## src/rtl/tick_gen_pkg.sv

```systemverilog
// Shared constants and per-channel status type for the tick_gen clock-enable generator.
// Optional phase-align input is enabled with TICK_GEN_SYNC_EN.
package tick_gen_pkg;

   localparam int TG_WIDTH_DEF = 16;
   localparam int TG_NCH_MAX   = 16;

   typedef enum logic [0:0] {
      IDLE = 1'b0,
      RUN  = 1'b1
   } tg_state_e;

   function automatic tg_state_e tg_state_f(input logic i_busy);
      return i_busy ? RUN : IDLE;
   endfunction

endpackage

```

## src/rtl/tick_gen_ch.sv

```systemverilog
// One tick_gen channel: counter, shadow divisor, tick pulse and square output.
// Adds the sync_clr input when TICK_GEN_SYNC_EN is defined.
module tick_gen_ch
   import tick_gen_pkg::*;
#(
   parameter int          WIDTH   = TG_WIDTH_DEF,
   parameter int unsigned RST_DIV = 0
) (
   input  logic             clk,
   input  logic             rst,
   input  logic             en,
`ifdef TICK_GEN_SYNC_EN
   input  logic             sync_clr,
`endif
   input  logic [WIDTH-1:0] div,
   output logic             tick,
   output logic             sq,
   output logic             busy
);

   localparam logic [WIDTH-1:0] LP_RST_DIV = WIDTH'(RST_DIV);
   localparam logic [WIDTH-1:0] LP_ZERO    = WIDTH'(0);
   localparam logic [WIDTH-1:0] LP_ONE     = WIDTH'(1);

   logic [WIDTH-1:0] r_cnt;
   logic [WIDTH-1:0] r_div;
   logic             r_tick;
   logic             r_sq;
   logic             r_busy;

   logic [WIDTH-1:0] w_cnt_nxt;
   logic [WIDTH-1:0] w_div_nxt;
   logic             w_tick_nxt;
   logic             w_sq_nxt;
   logic             w_restart;
   logic             w_tc;

   // The first enabled edge (busy still low) only loads the divisor, so a
   // period always starts from a freshly sampled div and reset never ticks.
`ifdef TICK_GEN_SYNC_EN
   assign w_restart = ~r_busy | sync_clr;
`else
   assign w_restart = ~r_busy;
`endif
   assign w_tc = (r_cnt == r_div);

   // Next-state selection in priority order: idle/restart, terminal count, count.
   always_comb begin
      w_cnt_nxt  = r_cnt;
      w_div_nxt  = r_div;
      w_tick_nxt = 1'b0;
      w_sq_nxt   = r_sq;
      if (!en || w_restart) begin
         w_cnt_nxt = LP_ZERO;
         w_sq_nxt  = 1'b0;
         w_div_nxt = div;
      end else if (w_tc) begin
         w_cnt_nxt  = LP_ZERO;
         w_tick_nxt = 1'b1;
         w_sq_nxt   = ~r_sq;
         w_div_nxt  = div;
      end else begin
         w_cnt_nxt = r_cnt + LP_ONE;
      end
   end

   // Channel state registers.
   always_ff @(posedge clk or posedge rst) begin
      if (rst) begin
         r_cnt  <= LP_ZERO;
         r_div  <= LP_RST_DIV;
         r_tick <= 1'b0;
         r_sq   <= 1'b0;
         r_busy <= 1'b0;
      end else begin
         r_cnt  <= w_cnt_nxt;
         r_div  <= w_div_nxt;
         r_tick <= w_tick_nxt;
         r_sq   <= w_sq_nxt;
         r_busy <= en;
      end
   end

   assign tick = r_tick;
   assign sq   = r_sq;
   assign busy = r_busy;

endmodule

```

## src/rtl/tick_gen_chk.sv

```systemverilog
// Property checker for tick_gen outputs; an idle channel must be quiet.
// Independent of TICK_GEN_SYNC_EN.
module tick_gen_chk
   import tick_gen_pkg::*;
#(
   parameter int NCH = 4
) (
   input logic           clk,
   input logic           rst,
   input logic [NCH-1:0] tick,
   input logic [NCH-1:0] sq,
   input logic [NCH-1:0] busy
);

   for (genvar i = 0; i < NCH; i++) begin : g_chk
      tg_state_e w_state;
      assign w_state = tg_state_f(busy[i]);

      a_idle_quiet: assert property (@(posedge clk) disable iff (rst)
         (w_state == IDLE) |-> (!tick[i] && !sq[i]));
   end

endmodule

```

## src/rtl/tick_gen.sv

```systemverilog
// Multi-channel clock-enable generator: NCH independent tick/square channels.
// Define TICK_GEN_SYNC_EN to add the sync_clr phase-align input.
module tick_gen
   import tick_gen_pkg::*;
#(
   parameter int          NCH     = 4,
   parameter int          WIDTH   = TG_WIDTH_DEF,
   parameter int unsigned RST_DIV = 0
) (
   input  logic                 clk,
   input  logic                 rst,
   input  logic [NCH-1:0]       en,
`ifdef TICK_GEN_SYNC_EN
   input  logic                 sync_clr,
`endif
   input  logic [NCH*WIDTH-1:0] div,
   output logic [NCH-1:0]       tick,
   output logic [NCH-1:0]       sq,
   output logic [NCH-1:0]       busy
);

   for (genvar i = 0; i < NCH; i++) begin : g_ch
      tick_gen_ch #(
         .WIDTH   (WIDTH),
         .RST_DIV (RST_DIV)
      ) u_ch (
         .clk      (clk),
         .rst      (rst),
         .en       (en[i]),
`ifdef TICK_GEN_SYNC_EN
         .sync_clr (sync_clr),
`endif
         .div      (div[i*WIDTH +: WIDTH]),
         .tick     (tick[i]),
         .sq       (sq[i]),
         .busy     (busy[i])
      );
   end

   tick_gen_chk #(
      .NCH (NCH)
   ) u_chk (
      .clk  (clk),
      .rst  (rst),
      .tick (tick),
      .sq   (sq),
      .busy (busy)
   );

endmodule

```

## config.mk

```make
export PLATFORM = sky130hd
export DESIGN_NAME = tick_gen
export DESIGN_NICKNAME = d
export VERILOG_FILES = /design/src/rtl/tick_gen_pkg.sv /design/src/rtl/tick_gen_ch.sv /design/src/rtl/tick_gen_chk.sv /design/src/rtl/tick_gen.sv
export SDC_FILE = /design/constraint.sdc
export NUM_CORES = 1
export LEC_CHECK = 0
export CORE_UTILIZATION = 56
export CTS_BUF_LIST = sky130_fd_sc_hd__clkbuf_16
export DETAILED_ROUTE_END_ITERATION = 10
export PLACE_DENSITY = 0.83
export SKIP_LAST_GASP = 1
export SYNTH_ARGS = -nofsm -noshare
export SYNTH_HDL_FRONTEND = slang
export SYNTH_SLANG_ARGS = --single-unit
export TNS_END_PERCENT = 1
```

## constraint.sdc

```tcl
create_clock -name clk -period 7.1 [get_ports clk]
set_clock_uncertainty 0.2 [all_clocks]
set_input_delay 1.775 -clock clk [delete_from_list [all_inputs] [get_ports clk]]
set_output_delay 1.775 -clock clk [all_outputs]
set_load 0.01 [all_outputs]
```

==> results.py <==
metrics = {
    "power": {
        "power_frac_clock_pct": 44.7,
        "ir_drop_uv": 159,
        "internal-power_uw": 1420,
        "sequential_fraction_of_design_power_pct": 47.4,
        "static_leakage_uw": 0.00354,
        "p_sw_share_pct": 21.9,
        "power.density_mw_per_mm2": 227,
        "power_frac_comb_pct": 7.9,
        "total_switching_power_uw": 398,
    },
    "worst_setup_path": {
        "worst-path-max-fanout": 90,
        "worst_r2r_path_depth": 5,
        "worst_reg2reg_endpoint": "g_ch[0].u_ch.r_div[14]",
        "cp-start-kind": "input pin",
        "worst_ep_required_time_ps": 7390,
        "critical_path_arrival_ps": 3740,
        "r2r_start": "g_ch[0].u_ch.r_cnt[5]",
        "critical_path_class": "input pin to asynchronous set/reset pin",
        "reg2reg_setup_slack_ps": 4520,
        "setup.worst_path.end_class": "asynchronous set/reset pin",
    },
    "logic_synthesis": {
        "ys.warnings.count": 0,
        "postSynthNetCount": 637,
        "post_synth_num_cell_types": 30,
        "ys_async_sr_fraction_pct": 100,
        "synth_edf_count": 0,
        "synth.cell_area_sq_mm": 0.00675,
        "synth-seq-area-share_pct": 51.9,
        "synth.ff_latch_count": 140,
        "post_synth_inst_count": 563,
        "synthFlopType": "sky130_fd_sc_hd__dfrtp_1",
        "post_synth.cell_area_avg_sq_um": 12.0,
    },
    "floorplanning": {
        "die_x_um": 112,
        "core_area_sq_mm": 0.0116,
        "die_h_um": 112,
        "initial_utilization_pct": 58.4,
        "core.rowCount": 39,
        "io-pin-count": 82,
        "dieArea_sq_mm": 0.0125,
    },
    "global_route": {
        "grtUsageMet1_pct": 27.2,
        "grt_antenna_before_repair": 0,
        "use_met3_pct": 5.06,
        "grt.busiest_layer": "met2",
        "largest_net_degree_at_the_start_of_global_routing": 91,
        "grt_usage_pct": 21.5,
        "globalRouteMet2Util_pct": 35.5,
        "via_count_of_the_first_global_routing_pass": 4495,
        "global_route_wire_length_before_repair_mm": 21.0,
        "grt-ovfl-total": 0,
    },
    "clock_tree": {
        "clock_path_buffers": 2,
        "cts.hold.buffers_added": 0,
        "cts_inserted_buffers": 17,
        "clk_latency_ps": 410,
        "cts_setup_buffers": 0,
        "cts_tree": "yes",
        "postCtsResizedCells": 0,
        "cts.htree.levels": 4,
        "numClockSinks": 140,
        "cts.reportedPaths.clkPinSlew_ps": 50,
        "ctsRootBufferMaster": "sky130_fd_sc_hd__clkbuf_16",
    },
    "routing": {
        "drt_iter0_drc": 221,
        "finalWirelength_mm": 12.1,
        "final_antenna_net_count": 0,
        "vias_per_cell": 5.29,
        "drt_pre_antenna_iters": 9,
        "final_routed_drc_violation_total": 7,
        "routedWlPerCell_um": 15.4,
        "vias_post_dr": 4181,
    },
    "final_layout": {
        "flow.area_growth_from_synthesis_pct": 18.9,
        "final-instance-count-excl-fill": 791,
        "layout-drive-gt1-share_pct": 11.4,
        "n_antenna_cell": 0,
        "layout.nets": 709,
    },
    "sta": {
        "worst_slew_pin_slew_ps": 1090,
        "final_max_slew_viol_count": 0,
        "fmaxAchievable_mhz": 290,
        "rsz0062_at_grt": "no",
        "setup_tns_ps": 0,
        "period_minus_slack_ps": 3450,
        "rel_slew_slack_pct": 27.1,
        "hold_viol_final": 0,
        "period_share_pct": 48.6,
        "setup_viol": 0,
        "fin_worst_hold_slack_ps": 303,
    },
    "run_status": {
        "failed_checks": "design-rule violations",
        "run_status": "complete, but fails checks",
    },
    "place": {
        "place.detailed.instances": 759,
        "portBuffers": 81,
        "gp_congestion": 0.795,
        "dp.final_hpwl_mm": 8.30,
    },
    "hold_path": {
        "count_of_cells_along_the_worst_hold_path": 1,
        "min-delay-start": "g_ch[1].u_ch.r_div[12]",
        "min_path_type": "flip-flop to flip-flop",
        "worstHoldEndpoint": "g_ch[1].u_ch.r_div[12]",
    },
    "flow_run": {
        "maxCapViolCount": 0,
    },
}
## registers in the layout, summed over array words and instances (netlist names)
name             flops
g_ch.u_ch.tick       4
g_ch.u_ch.busy       4
g_ch.u_ch.r_div     64
g_ch.u_ch.r_cnt     64
g_ch.u_ch.sq         4
## layout by cell type, fill, tap and decap left out, types with 2 or more instances in the layout
cell type | netlist | final
sky130_fd_sc_hd__and4_1 | 9 | 9
sky130_fd_sc_hd__clkinv_2 | 0 | 4
sky130_fd_sc_hd__and3_1 | 4 | 4
sky130_fd_sc_hd__nor2_1 | 82 | 82
sky130_fd_sc_hd__ha_1 | 4 | 4
sky130_fd_sc_hd__nand2_1 | 23 | 23
sky130_fd_sc_hd__nor4_1 | 14 | 14
sky130_fd_sc_hd__nand3_2 | 3 | 3
sky130_fd_sc_hd__nor3_2 | 2 | 2
sky130_fd_sc_hd__nand4_2 | 2 | 2
sky130_fd_sc_hd__inv_1 | 11 | 15
sky130_fd_sc_hd__xor2_1 | 92 | 92
sky130_fd_sc_hd__clkdlybuf4s50_1 | 0 | 81
sky130_fd_sc_hd__clkbuf_16 | 0 | 17
sky130_fd_sc_hd__xnor2_1 | 32 | 32
sky130_fd_sc_hd__bufinv_16 | 0 | 2
sky130_fd_sc_hd__nor4_2 | 4 | 4
sky130_fd_sc_hd__nand4_1 | 14 | 14
sky130_fd_sc_hd__mux2_1 | 29 | 29
sky130_fd_sc_hd__mux2_4 | 23 | 23
sky130_fd_sc_hd__mux2_2 | 12 | 12
sky130_fd_sc_hd__clkinv_1 | 0 | 3
sky130_fd_sc_hd__dfrtp_1 | 140 | 140
sky130_fd_sc_hd__nand3_1 | 20 | 20
sky130_fd_sc_hd__nor3_1 | 8 | 8
sky130_fd_sc_hd__and2_1 | 3 | 3
## worst max-delay path: stages
cell and delay (ps):
sky130_fd_sc_hd__clkdlybuf4s50_1 440, sky130_fd_sc_hd__inv_4 780, sky130_fd_sc_hd__buf_4 680
## worst max-delay path by stage
| stage | from | depth (start not counted) | slack (ps) | endpoint |
|---|---|---|---|---|
| detailed placement | rst | 3 | 3140 | g_ch[0].u_ch.r_div[1] |
| CTS | rst | 3 | 3570 | g_ch[0].u_ch.r_cnt[2] |
| global route | rst | 3 | 3310 | g_ch[0].u_ch.r_div[11] |
| finish | rst | 3 | 3650 | g_ch[2].u_ch.r_cnt[14] |
| global placement | rst | 3 | 3200 | g_ch[0].u_ch.r_cnt[15] |
| floorplan | rst | 1 | 1370 | g_ch[0].u_ch.busy |
## kinds of logic (layout without fill, tap and decap cells)
family	count (synthesis)	count (layout)	synth area share [%]
buf+inv	40	125	4.62
fa+ha+maj	4	4	0.741
flops	140	140	51.9
simple gates	191	191	14.7
mux	64	64	12.0
xor+xnor	124	124	16.1
## layer usage
metal  up-vias  share of wire [%]  routed length (um)
li1       2019                  -                   -
met1      2066                 45                5420
met2        80                 50                6040
met3        16                4.0                 483
met4         0                1.7                 201
met5         -                  0                   0
## power by group through the flow
stage,Sequential [uW],Combinational [uW],Clock [uW]
final,861,144,813
after CTS,861,147,827
after global routing,864,159,869
after detailed placement,874,146,0
after global placement,872,141,0
after floorplan,866,96.9,0
## final cells by class
type	instances	area, sq um
flip-flops and latches	140	3500
clock inverters	15	118
clock buffers	17	425
repair buffers	82	818
multi-input cells	383	2940
inverters	11	43.8
well taps	143	179
fillers	823	3540
## stage by stage
step	power [uW]	utilization, %	setup slack (ps)	cell area (sq um)
floorplan	963	-	1370	6750
global placement	1010	64.7	3200	7480
detailed placement	1020	64.7	3140	7480
CTS	1830	69.4	3570	8020
global route	1890	69.4	3310	8020
finish	1820	69.4	3650	8020
## cell usage after synthesis, drive strengths merged, types with 3 or more instances
cell type | count | area, sq um
nor4 | 18 | 138
mux2 | 64 | 807
inv | 11 | 41.3
and2 | 3 | 18.8
dfrtp | 140 | 3500
and4 | 9 | 78.8
nor3 | 10 | 60.1
xor2 | 92 | 806
nand3 | 24 | 148
nand2 | 23 | 86.3
buf | 27 | 260
ha | 4 | 50.1
and3 | 4 | 25.0
xnor2 | 32 | 280
nor2 | 82 | 308
nand4 | 16 | 113
Power figures use the tool's default switching activity.
